### src/rtl/servo_ctrl_pkg.sv
// Shared definitions for the servo ramp controller: register map, reset
// defaults, CTRL/STATUS bit positions and the ramp state encoding.
package servo_ctrl_pkg;

  localparam logic [1:0] ADDR_TARGET   = 2'd0;
  localparam logic [1:0] ADDR_STEP     = 2'd1;
  localparam logic [1:0] ADDR_INTERVAL = 2'd2;
  localparam logic [1:0] ADDR_CTRL     = 2'd3;

  localparam logic [31:0] STEP_RESET     = 32'd1000;
  localparam logic [31:0] INTERVAL_RESET = 32'd50000;

  localparam int CTRL_ABORT_BIT  = 0;
  localparam int CTRL_CLEAR_BIT  = 1;
  localparam int STATUS_BUSY_BIT = 0;
  localparam int STATUS_DONE_BIT = 1;

  localparam logic [0:0] ST_IDLE = 1'b0;
  localparam logic [0:0] ST_RAMP = 1'b1;

  // STEP and INTERVAL of zero would stall the ramp, so zero is promoted to one
  function automatic logic [31:0] at_least_one(input logic [31:0] value);
    return (value == 32'd0) ? 32'd1 : value;
  endfunction

endpackage

### src/rtl/servo_ramp_tick.sv
// Loadable down-counter that paces the ramp. A load starts a fresh period,
// and while enabled it emits a one-cycle tick when the count reaches 1, then
// reloads from the period input seen on that same cycle.
module servo_ramp_tick
  import servo_ctrl_pkg::*;
(
  input  logic        clock_clk,
  input  logic        reset_low,
  input  logic        load,
  input  logic        enable,
  input  logic [31:0] period,
  output logic        tick
);

  logic [31:0] count;

  // Treating a count of 0 as expired keeps a corrupted count from wrapping
  assign tick = enable && (count <= 32'd1);

  // Load on a new ramp, reload on every tick, otherwise count down while enabled
  always_ff @(posedge clock_clk or negedge reset_low) begin
    if (!reset_low) begin
      count <= INTERVAL_RESET;
    end else if (load || tick) begin
      count <= period;
    end else if (enable) begin
      count <= count - 32'd1;
    end
  end

endmodule

### src/rtl/servo_ramp_ctrl.sv
// Rate-limited servo position controller with an Avalon-MM register slave.
// Software writes a target; pos_out walks toward it by STEP every INTERVAL
// clocks. Optional done interrupt is enabled by defining SERVO_RAMP_IRQ_EN.
module servo_ramp_ctrl
  import servo_ctrl_pkg::*;
#(
  parameter logic [31:0] POS_MIN   = 32'd50000,
  parameter logic [31:0] POS_MAX   = 32'd100000,
  parameter logic [31:0] RESET_POS = 32'd75000
) (
  input  logic        clock_clk,
  input  logic        reset_low,
  input  logic        cs,
  input  logic        write,
  input  logic        read,
  input  logic [1:0]  address,
  input  logic [31:0] writedata,
  output logic [31:0] readdata,
  output logic [31:0] pos_out,
  output logic        busy,
  output logic        done_irq
);

  logic [0:0]  state;
  logic [31:0] pos;
  logic [31:0] target;
  logic [31:0] step;
  logic [31:0] interval;

  logic        wr_en;
  logic        rd_en;
  logic        target_wr;
  logic        step_wr;
  logic        interval_wr;
  logic        ctrl_wr;
  logic        abort;
  logic        ramping;

  logic [31:0] target_eff;
  logic [31:0] step_eff;
  logic [31:0] interval_eff;

  logic [32:0] diff;
  logic        moving_down;
  logic [32:0] abs_diff;
  logic        within_step;
  logic [31:0] pos_next;

  logic        tick;
  logic        step_now;
  logic        finish;
  logic        done_pending;
  logic [31:0] status_word;

  function automatic logic [31:0] clamp_pos(input logic [31:0] value);
    if (value < POS_MIN) begin
      return POS_MIN;
    end else if (value > POS_MAX) begin
      return POS_MAX;
    end
    return value;
  endfunction

  assign wr_en       = cs && write;
  assign rd_en       = cs && read;
  assign target_wr   = wr_en && (address == ADDR_TARGET);
  assign step_wr     = wr_en && (address == ADDR_STEP);
  assign interval_wr = wr_en && (address == ADDR_INTERVAL);
  assign ctrl_wr     = wr_en && (address == ADDR_CTRL);
  assign abort       = ctrl_wr && writedata[CTRL_ABORT_BIT];
  assign ramping     = (state == ST_RAMP);

  // A write landing on a tick edge is already visible to that tick, so the
  // step always heads for the newest target with the newest step size
  assign target_eff   = target_wr   ? clamp_pos(writedata)    : target;
  assign step_eff     = step_wr     ? at_least_one(writedata) : step;
  assign interval_eff = interval_wr ? at_least_one(writedata) : interval;

  // Signed 33-bit distance to target; the final step snaps exactly onto it
  assign diff        = {1'b0, target_eff} - {1'b0, pos};
  assign moving_down = diff[32];
  assign abs_diff    = moving_down ? (~diff + 33'd1) : diff;
  assign within_step = (abs_diff <= {1'b0, step_eff});

  always_comb begin
    pos_next = pos + step_eff;
    if (within_step) begin
      pos_next = target_eff;
    end else if (moving_down) begin
      pos_next = pos - step_eff;
    end
  end

  servo_ramp_tick u_tick (
    .clock_clk (clock_clk),
    .reset_low (reset_low),
    .load      (target_wr && !ramping),
    .enable    (ramping),
    .period    (interval_eff),
    .tick      (tick)
  );

  assign step_now = ramping && tick && !abort;
  assign finish   = step_now && within_step;

  // Configuration registers follow their write strobes
  always_ff @(posedge clock_clk or negedge reset_low) begin
    if (!reset_low) begin
      target   <= RESET_POS;
      step     <= STEP_RESET;
      interval <= INTERVAL_RESET;
    end else begin
      target   <= target_eff;
      step     <= step_eff;
      interval <= interval_eff;
    end
  end

  // Ramp state and position: abort beats a tick, a tick moves pos one step
  always_ff @(posedge clock_clk or negedge reset_low) begin
    if (!reset_low) begin
      state <= ST_IDLE;
      pos   <= RESET_POS;
    end else if (ramping && abort) begin
      state <= ST_IDLE;
    end else if (step_now) begin
      pos <= pos_next;
      if (within_step) begin
        state <= ST_IDLE;
      end
    end else if (target_wr) begin
      state <= ST_RAMP;
    end
  end

`ifdef SERVO_RAMP_IRQ_EN
  logic clear_done;
  assign clear_done = ctrl_wr && writedata[CTRL_CLEAR_BIT];

  // Completion flag held until software clears it; completion wins a tie
  always_ff @(posedge clock_clk or negedge reset_low) begin
    if (!reset_low) begin
      done_pending <= 1'b0;
    end else if (finish) begin
      done_pending <= 1'b1;
    end else if (clear_done) begin
      done_pending <= 1'b0;
    end
  end
`else
  assign done_pending = 1'b0;
  logic unused_finish;
  assign unused_finish = finish;
`endif

  // STATUS word assembled from live busy and done flags
  always_comb begin
    status_word                  = 32'd0;
    status_word[STATUS_BUSY_BIT] = ramping;
    status_word[STATUS_DONE_BIT] = done_pending;
  end

  // Registered read port, one clock of latency
  always_ff @(posedge clock_clk or negedge reset_low) begin
    if (!reset_low) begin
      readdata <= 32'd0;
    end else if (rd_en) begin
      case (address)
        ADDR_TARGET:   readdata <= pos;
        ADDR_STEP:     readdata <= step;
        ADDR_INTERVAL: readdata <= interval;
        default:       readdata <= status_word;
      endcase
    end
  end

  assign pos_out  = pos;
  assign busy     = ramping;
  assign done_irq = done_pending;

endmodule

### config.mk
export PLATFORM = sky130hd
export DESIGN_NAME = servo_ramp_ctrl
export DESIGN_NICKNAME = d
export VERILOG_FILES = /design/src/rtl/servo_ctrl_pkg.sv /design/src/rtl/servo_ramp_tick.sv /design/src/rtl/servo_ramp_ctrl.sv
export SDC_FILE = /design/constraint.sdc
export NUM_CORES = 1
export LEC_CHECK = 0
export ABC_AREA = 1
export CAP_MARGIN = 15
export CELL_PAD_IN_SITES_DETAIL_PLACEMENT = 0
export CELL_PAD_IN_SITES_GLOBAL_PLACEMENT = 2
export CORE_MARGIN = 4
export CORE_UTILIZATION = 37
export DETAILED_ROUTE_END_ITERATION = 10
export GPL_TIMING_DRIVEN = 1
export PLACE_DENSITY_LB_ADDON = 0.05
export SKIP_CTS_REPAIR_TIMING = 1
export SLEW_MARGIN = 20
export SYNTH_ARGS = -nofsm -noshare
export SYNTH_HDL_FRONTEND = slang
export SYNTH_SLANG_ARGS = --single-unit
### constraint.sdc
create_clock -name clock_clk -period 8.8 [get_ports clock_clk]
set_clock_uncertainty 0.1 [all_clocks]
set_input_delay 1.76 -clock clock_clk [delete_from_list [all_inputs] [get_ports clock_clk]]
set_output_delay 1.76 -clock clock_clk [all_outputs]
set_load 0.02 [all_outputs]
==> results.py <==
metrics = {
    "final_layout": {
        "finalInstanceArea_um2": 18200,
        "antenna_cells": 0,
        "syn_to_final_growth_pct": 16.0,
        "drive_gt1_frac": 0.0760,
        "multiInputGateArea_um2": 9220,
        "seq_area_um2": 4870,
        "num-fill-cells": 4428,
        "final_nets": 2586,
        "finish.utilization": 0.435,
    },
    "sta": {
        "rsz0062_at_grt": "false",
        "relSlewSlack": 0.295,
        "fmax_mhz": 122,
        "fin_crit_ns": 8.19,
        "fin_setup_tns_ns": 0,
        "setup-violations-final": 0,
        "fin_crit_sh": 0.931,
        "timing.hold.ws_ns": 0.384,
        "maxSlewViolCount": 0,
        "hold_viol": 0,
        "tightest_slew_ns": 1.05,
        "layout_setup_ws_ns": 0.611,
    },
    "clock_network": {
        "worstSkewPairLatency_ns": 0.46,
        "h-tree-depth": 4,
        "clk_pin_slew_worst_paths_ns": 0.07,
        "cts_buffers": 17,
        "clockBufferDepth": 2,
        "cts_tree": "yes",
        "clock-sinks": 193,
        "cts-root-buf": "clkbuf_16",
    },
    "global_routing": {
        "grt_pass1_vias": 15200,
        "grt_use_met1": 0.359,
        "grt-ovfl-total": 0,
        "use_met2": 0.420,
        "grt_start_max_net_pins": 69,
        "top_usage_layer": "met2",
        "use_met3": 0.0271,
        "track_usage": 0.254,
        "grt_pass1_wl_um": 90800,
        "antenna_found_initial": 0,
    },
    "synthesis": {
        "synth.distinct_cells": 57,
        "synthCells": 2325,
        "synthXorXnorAreaFrac": 0.0607,
        "synth_area_um2": 15700,
        "synth_edf_count": 0,
        "yosys.area.top_type_share": 0.253,
        "syn_avg_cell_area_um2": 6.76,
        "synth_area_leader_cell": "dfrtp_1",
        "synthTopCellsByArea": "dfrtp_1 (25%), nand2_1 (15%), inv_1 (8.6%)",
        "ys_seq_area_frac": 0.310,
        "synth-compound-area-share": 0.151,
        "async_reset_ff_frac": 1.00,
        "synthTopCellsByCount": "nand2_1 (616), inv_1 (360), nor2_1 (201), o21ai_0 (167), dfrtp_1 (159)",
        "ys_ff_latch": 193,
        "synth.area.mux_share": 0,
        "synth-simple-area-share": 0.290,
        "synth_top_family_by_area": "simple AND/OR/NAND/NOR gates",
        "synthFlopType": "dfrtp_1",
        "yosysWarnings": 0,
        "synth_nets": 2465,
        "synthAdderAreaFrac": 0.0813,
        "yosysMostFrequentCell": "nand2_1",
    },
    "pwr": {
        "leakage_uw": 0.00908,
        "power_density_nw_per_um2": 194,
        "switching_power_uw": 1510,
        "pwr-share-clk": 0.228,
        "power_frac_comb": 0.431,
        "p_seq_frac": 0.341,
        "vdd_drop_max_uv": 123,
        "p_int_uw": 2030,
        "switching_share": 0.426,
    },
    "routing": {
        "drt_iter0_markers": 1255,
        "wl_per_cell_um": 19.8,
        "wirelength_um": 59500,
        "via_per_inst": 5.15,
        "vias": 15400,
        "drcViolationCount": 0,
        "first_pass_iters": 5,
        "ant_nets": 0,
    },
    "run": {
        "maxCapViolations": 0,
    },
    "worst_hold_path": {
        "whs_path_depth": 2,
        "worstHoldStart": "readdata[14]$_DFFE_PN0P_",
        "min_to": "readdata[14]$_DFFE_PN0P_",
        "min-delay-path-class": "reg -> reg",
    },
    "setup_path": {
        "reg2reg_depth": 29,
        "cpPeakStageDelay_ns": 0.55,
        "ff2ff_setup_slack_ns": 3.33,
        "cp.arrival_ns": 8.43,
        "crit_top_cell": "nand2_1",
        "critPathKind": "in -> reg",
        "start_kind": "input port",
        "required_ns": 9.04,
        "r2r_start": "target[15]$_DFF_PN0_",
        "crit_path_max_fanout": 15,
        "crit_slowest_cell": "clkdlybuf4s50_1",
        "r2r_end": "pos_out[28]$_DFFE_PN0P_",
        "crit_path_end_kind": "register",
    },
    "floorplan": {
        "rows": 75,
        "core_area_um2": 41900,
        "die_y_um": 214,
        "boundaryPins": 105,
        "dieArea_um2": 45800,
        "die_w_um": 214,
        "start_util": 0.375,
    },
    "placed_design": {
        "dp_hpwl_um": 48600,
        "dpl_cell_area_um2": 17600,
        "gp_congestion": 0.960,
        "dp_slack_ns": -0.175,
        "numPortBuffers": 103,
    },
    "status": {
        "outcome": "finished clean",
    },
}
worst max path at each step:
stage / slack [ns] / endpoint / startpoint
3_5_place_dp: -0.18 / pos_out[25]$_DFFE_PN0P_ / writedata[3]
5_1_grt: 0.03 / pos_out[28]$_DFFE_PN0P_ / writedata[3]
6_report: 0.61 / pos_out[28]$_DFFE_PN0P_ / writedata[3]
3_3_place_gp: -0.18 / pos_out[28]$_DFFE_PN0P_ / writedata[3]
2_1_floorplan: 1.75 / pos_out[11]$_DFFE_PN0P_ / writedata[6]
4_1_cts: 0.29 / pos_out[25]$_DFFE_PN0P_ / writedata[3]
critical path, delay by kind of cell:
family          cells  cell delay [ns]
fa+ha+maj           4             1.15
xor+xnor            1             0.22
buf+inv             5             1.17
simple gates       24             3.05
compound gates      6             1.05
routing by layer:
metal / up-vias / routed length, um
met3: 55 / 2250
met2: 332 / 27400
li1: 7765 / -
met1: 7296 / 28600
met4: 0 / 1190
met5: - / 0
cell type report:
type / count / area share
sequential: 193 / 0.267
timing repair buffer: 160 / 0.0816
inverter: 372 / 0.0766
tap: 539 / 0.0370
multi-input combinational: 1702 / 0.506
clock inverter: 12 / 0.00679
clock buffer: 20 / 0.0251
state kept, by name, indices dropped and copies added, names as in the netlist:
name,flops
busy,1
interval,32
pos_out,32
readdata,32
step,32
target,32
u_tick.count,32
cells in the final DEF, fill, tap and decap left out, types with 3 or more instances in the layout:
| cell type | n |
|---|---|
| or2_2 | 14 |
| a221oi_1 | 13 |
| nand3_1 | 135 |
| a21oi_1 | 122 |
| inv_1 | 360 |
| o21ai_0 | 166 |
| buf_4 | 54 |
| dfstp_2 | 34 |
| inv_6 | 3 |
| o21bai_1 | 7 |
| nor3_1 | 26 |
| nand2_2 | 5 |
| dfrtp_1 | 159 |
| o221ai_1 | 7 |
| o21a_1 | 10 |
| clkinv_2 | 3 |
| nor2_1 | 198 |
| o211ai_1 | 11 |
| a31oi_1 | 7 |
| o22ai_1 | 24 |
| nand2_1 | 614 |
| a22oi_1 | 3 |
| o21ai_1 | 16 |
| o31ai_1 | 5 |
| a21o_1 | 4 |
| nor2_2 | 13 |
| clkdlybuf4s50_1 | 100 |
| clkinv_1 | 3 |
| xor2_1 | 83 |
| nor4_1 | 7 |
| inv_2 | 9 |
| nor2_4 | 3 |
| xnor2_1 | 26 |
| ha_1 | 99 |
| a21boi_0 | 8 |
| nand3_2 | 5 |
| o21ai_2 | 5 |
| nand3b_1 | 7 |
| nand4_1 | 35 |
| clkbuf_16 | 18 |
per-stage QoR:
| stage | std cells | power (uW) |
|---|---|---|
| after detailed placement | 2966 | 2720 |
| after global placement | 2966 | 2720 |
| after CTS | 2998 | 3540 |
| after floorplan | 2325 | 2210 |
| after global routing | 2998 | 3790 |
| final | 2998 | 3530 |
logic make-up after synthesis:
group,Yosys count
other,1
XOR/XNOR,109
adder cells (fa/ha/maj),101
flip-flops,193
AND/OR/NAND/NOR,1074
buffers and inverters,430
AO/OA/AOI/OAI,417
power groups by stage:
stage	Sequential [uW]	Combinational, uW	Clock (uW)
2_1_floorplan	1220	993	0
3_3_place_gp	1220	1500	0
3_5_place_dp	1220	1510	0
4_1_cts	1200	1520	824
5_1_grt	1230	1710	852
6_report	1210	1520	804
Power figures use the tool's default switching activity.
